--- src/rtl/uart_port_arbiter.sv ---
// Two-port round-robin front end for the shared byte UART engine.
// One byte operation (write or read) is sequenced at a time, with a timeout on the engine's done pulse.
module uart_port_arbiter #(
  parameter int TIMEOUT = 1000000,
  parameter int CNT_W   = 32
) (
  input  logic       clk,
  input  logic       rstn,
  input  logic       req0,
  input  logic       we0,
  input  logic [7:0] wdata0,
  output logic       ack0,
  output logic [7:0] rdata0,
  output logic       err0,
  input  logic       req1,
  input  logic       we1,
  input  logic [7:0] wdata1,
  output logic       ack1,
  output logic [7:0] rdata1,
  output logic       err1,
  input  logic       u_ready,
  output logic [7:0] t_data,
  output logic       t_valid,
  output logic       r_valid,
  input  logic       tx_done,
  input  logic       rx_done,
  input  logic [7:0] r_data,
  output logic       busy
);

  typedef enum logic [1:0] {S_IDLE, S_ISSUE, S_WAIT, S_RESP} state_t;

  localparam logic [CNT_W-1:0] LAST_CNT = CNT_W'(TIMEOUT - 1);

  state_t           state;
  logic             last_grant;
  logic             gnt;
  logic             op_we;
  logic [CNT_W-1:0] counter;

  // A tie goes to the port that was not served last; a lone requester always wins.
  logic pick;
  logic pick_we;
  logic done_hit;

  assign pick     = (req0 && req1) ? ~last_grant : req1;
  assign pick_we  = pick ? we1 : we0;
  assign done_hit = op_we ? tx_done : rx_done;
  assign busy     = (state != S_IDLE);

  always_ff @(posedge clk or negedge rstn) begin
    if (!rstn) begin
      state      <= S_IDLE;
      last_grant <= 1'b1;
      gnt        <= 1'b0;
      op_we      <= 1'b0;
      counter    <= '0;
      t_data     <= 8'h00;
      t_valid    <= 1'b0;
      r_valid    <= 1'b0;
      ack0       <= 1'b0;
      ack1       <= 1'b0;
      err0       <= 1'b0;
      err1       <= 1'b0;
      rdata0     <= 8'h00;
      rdata1     <= 8'h00;
    end else begin
      case (state)
        S_IDLE: begin
          if (u_ready && (req0 || req1)) begin
            gnt        <= pick;
            last_grant <= pick;
            op_we      <= pick_we;
            t_data     <= pick ? wdata1 : wdata0;
            // Strobe is registered here so it is high for exactly the ISSUE cycle.
            t_valid    <= pick_we;
            r_valid    <= ~pick_we;
            state      <= S_ISSUE;
          end
        end
        S_ISSUE: begin
          t_valid <= 1'b0;
          r_valid <= 1'b0;
          counter <= '0;
          state   <= S_WAIT;
        end
        S_WAIT: begin
          // A matching done wins over a timeout landing on the same cycle.
          if (done_hit) begin
            state <= S_RESP;
            ack0  <= ~gnt;
            ack1  <= gnt;
            err0  <= 1'b0;
            err1  <= 1'b0;
            if (!op_we) begin
              if (gnt) rdata1 <= r_data;
              else     rdata0 <= r_data;
            end
          end else if (counter == LAST_CNT) begin
            state <= S_RESP;
            ack0  <= ~gnt;
            ack1  <= gnt;
            err0  <= ~gnt;
            err1  <= gnt;
            if (!op_we) begin
              if (gnt) rdata1 <= 8'h00;
              else     rdata0 <= 8'h00;
            end
          end else begin
            counter <= counter + 1'b1;
          end
        end
        S_RESP: begin
          ack0  <= 1'b0;
          ack1  <= 1'b0;
          err0  <= 1'b0;
          err1  <= 1'b0;
          state <= S_IDLE;
        end
        default: state <= S_IDLE;
      endcase
    end
  end

endmodule

--- config.mk ---
export PLATFORM = sky130hd
export DESIGN_NAME = uart_port_arbiter
export DESIGN_NICKNAME = d
export VERILOG_FILES = /design/src/rtl/uart_port_arbiter.sv
export SDC_FILE = /design/constraint.sdc
export NUM_CORES = 1
export LEC_CHECK = 0
export BUFFER_PORTS_ARGS = -buffer_cell sky130_fd_sc_hd__buf_2
export CAP_MARGIN = 20
export CORE_MARGIN = 10
export CORE_UTILIZATION = 50
export CTS_BUF_LIST = sky130_fd_sc_hd__clkbuf_2
export CTS_CLUSTER_DIAMETER = 30
export CTS_CLUSTER_SIZE = 14
export DETAILED_ROUTE_END_ITERATION = 8
export PLACE_DENSITY = 0.73
export SLEW_MARGIN = 20
export SYNTH_ARGS = -nofsm -noshare
export SYNTH_HDL_FRONTEND = slang
export SYNTH_SLANG_ARGS = --single-unit
--- constraint.sdc ---
create_clock -name clk -period 4.8 [get_ports clk]
set_input_delay 0.48 -clock clk [delete_from_list [all_inputs] [get_ports clk]]
set_output_delay 0.48 -clock clk [all_outputs]
set_load 0.02 [all_outputs]
==> impl_metrics.ini, run 1 <==
[status]
status = completed

[clocking]
hold_buffers = 0
h-tree-depth = 3
clock_sinks = 67
cts-root-buf = clkbuf_2
clkSlewWorstSetupHoldPaths_ns = 0.22
cts_buffer_depth = 2
cts_setup_buffers = 0
cts_tree = built
cts_inserted_buffers = 9
clk_latency_ns = 0.50
cts_resized = 0

[synthesis]
syn_inst = 341
postSynth.asyncResetShare_pct = 100
synth_area_per_cell_um2 = 10.3
synth_edf_count = 0
synth-main-ff-cell = dfrtp_1
ys_ff_latch = 67
ys_top_cells_by_area = dfrtp_1 (47%), mux2i_1 (4.8%), nand2_1 (4.5%)
yosysTopAreaCellShare_pct = 46.9
yosysTopAreaCell = dfrtp_1
syn_nets = 379
ys_seq_area_share_pct = 47.7
netlist_area_mm2 = 0.00352
synth_cell_types = 51
yosys_warnings = 0

[placement]
dpl_cell_area_mm2 = 0.00388
port_buffers = 63
gp_congestion = 0.851
dp_hpwl_mm = 5.98

[power_and_ir_drop]
power_density_mw_per_mm2 = 469
switchingPower_uw = 748
power_mw = 1.88
p_clk_share_pct = 20.6
p_seq_share_pct = 41.7
power_leakage_nw = 1.99
sw_frac_of_total_pct = 39.8
ir_drop_mv = 0.258
combPwrFrac_pct = 37.7
intPower_mw = 1.13

[critical_path]
worstRegToRegCells = 7
cp_common_cell = inv_1
slowest_stage = nor3_1
r2r_start = state[0]
cpPeakStageDelay_ns = 0.57
worstSetupEndpointType = flip-flop
path_class = flip-flop to flip-flop
crit_chain = inv_1, ha_1, inv_1, nor3_1, nand3_1, or3_1, a21oi_1
worstReg2RegEnd = counter[10]
r2r_slack_ns = 2.26
cp_max_fo = 12
critPathLaunchType = flip-flop
worst_ep_required_time_ns = 5.23
worstPathArrival_ns = 2.98

[floorplan]
dieWidth_um = 104
fp-row-count = 30
coreArea_mm2 = 0.00683
start_util_pct = 51.5
ioPinCount = 64
chipHeight_um = 104
fp.dieArea_mm2 = 0.0108

[layout]
diodes = 0
final_area_mm2 = 0.00401
nets = 439
areaGrowthSynthToFinish_pct = 14.0
fin_util_pct = 58.8
nFillCells = 600
drive_gt1_share_pct = 27.4

[run]
maxCapViolations = 0

[sta]
hold_viol = 0
rsz0062_at_grt = no
setup_viol = 0
slew_violations = 0
tns_ns = 0
max_freq_mhz = 393
slew_headroom_pct = 43.9
tightest_slew_ns = 0.842
period_share_pct = 53.0
skew_ns = 0.0354
period_minus_slack_ns = 2.54

[drt]
drt-wirelength-per-cell_um = 16.7
drt-vias-per-instance = 5.78
vias = 2898
drtPass1Iterations = 5
ant_nets = 0
wl_mm = 8.35
route.detailed.drc = 0
drtIter0Drc = 191

[hold_path]
hp-class = primary input to asynchronous set/reset pin

[grt]
grt_pass1_wl_mm = 14.1
first_global_vias = 2838
grt_max_degree = 68
grt_use_total_pct = 15.4
antenna_found_initial = 0
grt-ovfl-total = 0
-- kinds of logic after synthesis --
| logic type | synth area share [%] |
|---|---|
| compound gates | 11.4 |
| xor+xnor | 0.996 |
| fa+ha+maj | 1.78 |
| buf+inv | 3.38 |
| flops | 47.7 |
| mux | 11.8 |
| simple gates | 23.0 |
-- power by group through the flow --
stage	registers, mW	logic, mW	clock network (mW)
global route	0.804	0.786	0.416
CTS	0.784	0.720	0.392
global placement	0.787	0.697	0
detailed placement	0.796	0.718	0
finish	0.783	0.710	0.388
floorplan	0.907	0.374	0
-- metrics by stage --
stage               std cells  hold WS (ns)  worst slack [ns]
finish                    501         0.127              2.26
global route              501         0.164              2.04
CTS                       501         0.130              2.31
detailed placement        486         0.466              2.37
global placement          486         0.451              2.50
floorplan                 341         0.184              2.88
-- worst max-delay path: cells and delay by family (launching register included) --
kind / cells / cell delay, ns
flip-flops: 1 / 0.45
buffers and inverters: 2 / 0.38
AO/OA/AOI/OAI: 1 / 0.15
AND/OR/NAND/NOR: 3 / 1.08
adder cells (fa/ha/maj): 1 / 0.40
-- Yosys cell counts, types with 6 or more instances --
cell type / count
o21ai_0: 22
and3_1: 9
nand2_1: 42
nand4_1: 16
inv_1: 7
mux2_2: 11
mux2_4: 8
mux2i_1: 17
dfrtp_1: 66
nor2_1: 12
o211ai_1: 8
and2_1: 8
and4_1: 6
nor4_1: 8
nand3_1: 22
-- how the worst max path moves through the flow --
stage                  end        from  depth (start not counted)
3_5_place_dp   counter[13]    state[0]                          7
4_1_cts        counter[10]    state[0]                          7
2_1_floorplan  counter[18]  counter[0]                          7
6_report       counter[10]    state[0]                          7
5_1_grt        counter[13]    state[0]                          7
3_3_place_gp     rdata1[6]  counter[6]                          5
-- flip-flops by register name (all words and copies together) (netlist names) --
register	count
ack0	1
ack1	1
counter	32
err0	1
err1	1
gnt	1
last_grant	1
op_we	1
r_valid	1
rdata0	8
rdata1	8
state	2
t_data	8
t_valid	1
-- area by class of cell --
| type | instances | area, um2 | area share, % |
|---|---|---|---|
| multi-input combinational | 251 | 1720 | 42.9 |
| inverter | 7 | 26.3 | 0.655 |
| clock buffer | 9 | 45.0 | 1.12 |
| tap | 96 | 120 | 2.99 |
| timing repair buffer | 65 | 330 | 8.23 |
| clock inverter | 6 | 91.3 | 2.28 |
| sequential | 67 | 1680 | 41.8 |
-- layout by cell type (no fill, tap or decap), types with 6 or more instances in the layout --
cell,Yosys,final
and2_1,8,8
and3_1,9,9
and4_1,6,6
buf_2,5,63
clkbuf_2,0,9
dfrtp_1,66,66
inv_1,7,7
mux2_2,11,11
mux2_4,8,8
mux2i_1,17,17
nand2_1,42,42
nand3_1,22,22
nand4_1,16,16
nor2_1,12,12
nor4_1,8,8
o211ai_1,8,8
o21ai_0,22,22
-- metal layers --
layer	GRT usage [%]	part of all wire, %	vias up	wire length [um]
li1	-	-	1388	-
met3	3.41	7.0	10	581
met1	19.7	43	1395	3550
met5	0	0	-	0
met4	6.06	1.4	0	113
met2	24.8	49	105	4100
Power figures use the tool's default switching activity.
==> run 2, diff against run 1 <==
--- a/config.mk
+++ b/config.mk
@@ -5,6 +5,7 @@
 export SDC_FILE = /design/constraint.sdc
 export NUM_CORES = 1
 export LEC_CHECK = 0
+export ABC_AREA = 1
 export BUFFER_PORTS_ARGS = -buffer_cell sky130_fd_sc_hd__buf_2
 export CAP_MARGIN = 20
 export CORE_MARGIN = 10
@@ -13,7 +14,7 @@
 export CTS_CLUSTER_DIAMETER = 30
 export CTS_CLUSTER_SIZE = 14
 export DETAILED_ROUTE_END_ITERATION = 8
-export PLACE_DENSITY = 0.73
+export PLACE_DENSITY = 0.74
 export SLEW_MARGIN = 20
 export SYNTH_ARGS = -nofsm -noshare
 export SYNTH_HDL_FRONTEND = slang
==> constraint.sdc (replaced) <==
create_clock -name clk -period 2.3 [get_ports clk]
set_input_delay 0.23 -clock clk [delete_from_list [all_inputs] [get_ports clk]]
set_output_delay 0.23 -clock clk [all_outputs]
set_load 0.02 [all_outputs]
==> impl_metrics.ini, run 2 <==
[critical_path]
worst_ep_required_time_ns = 2.80
path_delay_family = buffers and inverters
worstSetupEndpointType = flip-flop
cp_max_fo = 13
r2r_start = state[1]
slowest_stage = dlygate4sd3_1
cp_num_buf_inv = 4
worstRegToRegCells = 8
crit_chain = inv_1, ha_1, inv_1, nor2_1, buf_6, o21ai_0, o21ai_0, dlygate4sd3_1
path_class = flip-flop to flip-flop
worstPathArrival_ns = 2.61
r2r_slack_ns = 0.19
critPathLaunchType = flip-flop
cpPeakStageDelay_ns = 0.58
worstReg2RegEnd = t_data[3]

[sta]
timing.hold.ws_ns = 0.0368
slew_headroom_pct = 50.9
skew_ns = 0.0301
tns_ns = 0
hold_viol = 0
slew_violations = 0
postLayoutSetupSlackWorst_ns = 0.190
setup_viol = 0
period_share_pct = 91.7
max_freq_mhz = 474
period_minus_slack_ns = 2.11
tightest_slew_ns = 0.737

[hold_path]
hold_depth = 5
hold_end = rdata0[0]
hold_start = r_data[0]
hp-class = primary input to flip-flop

[layout]
layout_common_cells = nand2_1 (260), nor2_1 (125), dfrtp_1 (66)
nets = 787
drive_gt1_share_pct = 13.5
final_common_cell = nand2_1
areaGrowthSynthToFinish_pct = 18.7
top_register = counter
final_area_mm2 = 0.00510
largest_reg_flops = 32
diodes = 0

[power_and_ir_drop]
intPower_mw = 2.65
switchingPower_mw = 2.03
ir_drop_mv = 0.770
power_leakage_nw = 2.62
power_density_mw_per_mm2 = 916
sw_frac_of_total_pct = 43.4
combPwrFrac_pct = 42.0
p_clk_share_pct = 22.8
power_mw = 4.67
p_seq_share_pct = 35.2

[floorplan]
fp-row-count = 33
fp.dieArea_mm2 = 0.0127
dieWidth_um = 113
coreArea_mm2 = 0.00830
chipHeight_um = 113
start_util_pct = 51.8
ioPinCount = 64

[grt]
antenna_found_initial = 0
grt_use_total_pct = 19.8
grt-ovfl-total = 0
grt_max_degree = 41
grt_pass1_wl_mm = 21.1
first_global_vias = 4309

[clocking]
cts-root-buf = clkbuf_2
clkSlewWorstSetupHoldPaths_ns = 0.22
cts_inserted_buffers = 9
clock_sinks = 67
h-tree-depth = 3
cts_setup_buffers = 0
clk_latency_ns = 0.54
cts_tree = built
cts_buffer_depth = 2

[synthesis]
ys_ff_latch = 67
ys_seq_area_share_pct = 39.1
yosys_warnings = 0
ys_top_cells_by_area = dfrtp_1 (38%), nand2_1 (23%), nor2_1 (11%)
synth_edf_count = 0
yosysTopAreaCellShare_pct = 38.5
synth_cell_types = 26
yosysMostFrequentCell = nand2_1
synthTopCellsByCount = nand2_1 (260), nor2_1 (125), dfrtp_1 (66)
synth-main-ff-cell = dfrtp_1
syn_inst = 664
syn_nets = 702
yosysTopAreaCell = dfrtp_1
postSynth.asyncResetShare_pct = 100
synth_area_per_cell_um2 = 6.47
netlist_area_mm2 = 0.00430

[drt]
drtPass1Iterations = 5
drtIter0Drc = 346
ant_nets = 0
wl_mm = 12.6
drt-wirelength-per-cell_um = 14.7
vias = 4476
drt-vias-per-instance = 5.21
route.detailed.drc = 0

[placement]
gp_congestion = 0.957
port_buffers = 63
dp_hpwl_mm = 9.05
dpl_cell_area_mm2 = 0.00468
dp_slack_ns = 0.280

[run]
maxCapViolations = 0

[status]
status = completed
run 2: changes by cell type in the layout (fill, tap and decap cells not counted), moves of 6 or more:
| cell | change |
|---|---|
| nand2_1 | +218 |
| nor2_1 | +113 |
| inv_1 | +53 |
| nand3_1 | +31 |
| dlygate4sd3_1 | +22 |
| mux2i_1 | -17 |
| mux2_2 | -11 |
| and3_1 | -9 |
| and2_1 | -8 |
| mux2_4 | -8 |
| nor4_1 | -8 |
| o211ai_1 | -8 |
| and4_1 | -6 |
run 2: tightest hold or removal path, cell delays in order:
cell and delay [ns]:
buf_2 0.10, inv_1 0.05, nor2_1 0.05, nand4_1 0.09, nand2_1 0.05
run 2: stage by stage:
step,util [%],cells
after floorplan,-,664
after global placement,56.4,821
after detailed placement,56.4,821
after CTS,61.3,859
after global routing,61.4,859
final,61.4,859
run 2: power groups by stage:
| stage | registers [mW] | clock network [mW] | logic (mW) |
|---|---|---|---|
| global placement | 1.65 | 0 | 1.79 |
| floorplan | 1.93 | 0 | 1.06 |
| CTS | 1.64 | 1.09 | 1.95 |
| global route | 1.69 | 1.11 | 2.18 |
| finish | 1.65 | 1.06 | 1.96 |
| detailed placement | 1.67 | 0 | 1.84 |
run 2: how the worst max path moves through the flow:
stage / start / endpoint / slack [ns] / depth (start not counted)
2_1_floorplan: counter[0] / rdata1[0] / 0.64 / 9
3_3_place_gp: counter[0] / counter[31] / 0.34 / 10
3_5_place_dp: counter[0] / counter[28] / 0.28 / 10
4_1_cts: last_grant / r_valid / 0.19 / 7
5_1_grt: state[1] / t_data[3] / -0.01 / 8
6_report: state[1] / t_data[3] / 0.19 / 8
run 2: repair_timing:
item	CTS	global route
gates resized for setup	0	3
setup endpoints to repair	0	5
hold buffers	22	0
endpoints found under the hold margin	40	0
run 2: logic make-up after synthesis:
group,synth area share [%]
DFF,39.1
adders and majority gates,1.46
and+or+nand+nor,46.8
AOI/OAI and AO/OA,2.80
xor gates and xnor gates,1.63
buffers and inverters,8.24
run 2: layout make-up:
class                           count  area [um2]
Inverter                           62         233
Sequential cell                    67        1680
Clock inverter                      6         138
Multi-Input combinational cell    518        2270
Tap cell                          105         131
Timing Repair Buffer               91         597
Clock buffer                       10        50.0
Fill cell                         811        3200
run 2: routing by layer:
layer / vias to the layer above / wire (um) / track usage [%]
met2: 133 / 6030 / 33.5
met3: 18 / 751 / 4.21
met4: 0 / 157 / 5.33
met1: 2086 / 5680 / 24.9
li1: 2239 / - / -
met5: - / 0 / 0
==> run 3, diff against run 2 <==
--- a/config.mk
+++ b/config.mk
@@ -14,7 +14,9 @@
 export CTS_CLUSTER_DIAMETER = 30
 export CTS_CLUSTER_SIZE = 14
 export DETAILED_ROUTE_END_ITERATION = 8
+export GPL_ROUTABILITY_DRIVEN = 1
 export PLACE_DENSITY = 0.74
+export REMOVE_ABC_BUFFERS = 1
 export SLEW_MARGIN = 20
 export SYNTH_ARGS = -nofsm -noshare
 export SYNTH_HDL_FRONTEND = slang
==> impl_metrics.ini, run 3 (synthesized netlist as in run 2, its figures left out) <==
[power_and_ir_drop]
p_clk_share_pct = 22.9
power_density_mw_per_mm2 = 922
sw_frac_of_total_pct = 43.3
ir_drop_mv = 0.734
combPwrFrac_pct = 41.7
power_leakage_nw = 2.58
switchingPower_mw = 2.00
intPower_mw = 2.62
p_seq_share_pct = 35.5

[floorplan]
fp.dieArea_mm2 = 0.0127
start_util_pct = 51.8
fp-row-count = 33
ioPinCount = 64
coreArea_mm2 = 0.00830
chipHeight_um = 113
dieWidth_um = 113

[drt]
top_layer = met4
drtIter0Drc = 303
drt-vias-per-instance = 5.15
route.detailed.drc = 0
drtPass1Iterations = 5
drt-wirelength-per-cell_um = 14.3
wl_met2_mm = 5.79
route.met3.wl_um = 607
vias = 4387
wl_mm = 12.2
drt-met1-wl_mm = 5.65
ant_nets = 0

[hold_path]
hold_start = wdata0[6]
hp-class = primary input to flip-flop
hold_end = t_data[6]
hold_depth = 3

[grt]
grt_use_total_pct = 19.3
grt-ovfl-total = 0
antenna_found_initial = 0
first_global_vias = 4302
grt_max_degree = 44
grt_pass1_wl_mm = 20.8

[critical_path]
critPathLaunchType = flip-flop
cpPeakStageDelay_ns = 0.56
worstPathArrival_ns = 2.60
slowest_stage = dlygate4sd3_1
worst_ep_required_time_ns = 2.72
crit_chain = inv_1, ha_1, inv_1, nor2_1, buf_4, clkinvlp_4, nand2_1, o21ai_0, dlygate4sd3_1
path_delay_family = buffers and inverters
cp_num_buf_inv = 5
worstRegToRegCells = 9
cp_max_fo = 14
worstReg2RegEnd = t_data[4]
r2r_start = state[0]
r2r_slack_ns = 0.12
cp_common_cell = inv_1
worstSetupEndpointType = flip-flop
path_class = flip-flop to flip-flop

[clocking]
clk_latency_ns = 0.53
clock_sinks = 67
h-tree-depth = 3
cts-root-buf = clkbuf_2
cts_tree = built
cts_inserted_buffers = 9
cts_buffer_depth = 2
clkSlewWorstSetupHoldPaths_ns = 0.20

[sta]
skew_ns = 0.0457
slew_violations = 0
postLayoutSetupSlackWorst_ns = 0.116
slew_headroom_pct = 58.3
hold_viol = 0
period_minus_slack_ns = 2.18
max_freq_mhz = 458
period_share_pct = 94.9
setup_viol = 0
tightest_slew_ns = 0.625

[layout]
top_register = counter
layout_common_cells = nand2_1 (260), nor2_1 (125), dfrtp_1 (66)
final_common_cell = nand2_1
largest_reg_flops = 32
nets = 780
areaGrowthSynthToFinish_pct = 16.9
final_area_mm2 = 0.00502
nFillCells = 778
diodes = 0
drive_gt1_share_pct = 13.9

[placement]
port_buffers = 63
dpl_cell_area_mm2 = 0.00468
dp_slack_ns = 0.229
dp_hpwl_mm = 9.10
gp_congestion = 0.927

[run]
maxCapViolations = 0

[status]
status = completed
[run 3: area by class of cell]
class	instances	area, um2	share of cell area, %
clock buffer	10	50.0	0.997
clock inverter	6	138	2.74
inverter	62	236	4.71
multi-input combinational	518	2270	45.2
sequential	67	1680	33.4
tap	105	131	2.62
timing repair buffer	84	518	10.3
[run 3: stage by stage]
step           TNS, ns  hold slack, ns  cells  power [mW]  util [%]
3_5_place_dp         0           0.277    821        3.50      56.4
4_1_cts              0         0.00176    850        4.63      60.2
3_3_place_gp         0           0.271    821        3.46      56.4
6_report             0          0.0288    852        4.63      60.5
2_1_floorplan        0         -0.0656    647        2.82         -
5_1_grt        -0.0158         0.00844    852        4.97      60.5
[run 3: how the worst max path moves through the flow]
stage | start | endpoint | cells after the start | slack, ns
3_5_place_dp | counter[0] | counter[24] | 10 | 0.23
5_1_grt | state[0] | t_data[1] | 9 | -0.01
2_1_floorplan | counter[0] | counter[14] | 10 | 0.20
4_1_cts | state[1] | t_data[1] | 9 | 0.04
3_3_place_gp | counter[0] | counter[17] | 10 | 0.32
6_report | state[0] | t_data[4] | 9 | 0.12
[run 3: power by group through the flow]
stage | combinational (mW) | sequential, mW | clock (mW)
2_1_floorplan | 0.889 | 1.93 | 0
3_3_place_gp | 1.80 | 1.66 | 0
3_5_place_dp | 1.83 | 1.67 | 0
4_1_cts | 1.91 | 1.65 | 1.08
5_1_grt | 2.15 | 1.69 | 1.13
6_report | 1.93 | 1.64 | 1.06
[run 3: timing repair]
item                                   CTS  global route
setup endpoints to repair                0             8
resized for setup                        0             2
setup buffers                            0             2
hold buffers                            13             0
endpoints found under the hold margin   32             0
[run 3: tightest hold or removal path, delay by kind of cell]
| family | cells | cell delay (ns) |
|---|---|---|
| buffers and inverters | 1 | 0.09 |
| AO/OA/AOI/OAI | 2 | 0.20 |
[run 3: per-layer routing]
| metal | vias up | GRT usage, % |
|---|---|---|
| met2 | 109 | 31.8 |
| li1 | 2239 | - |
| met3 | 13 | 4.05 |
| met4 | 0 | 3.89 |
| met5 | - | 0 |
| met1 | 2026 | 25.5 |
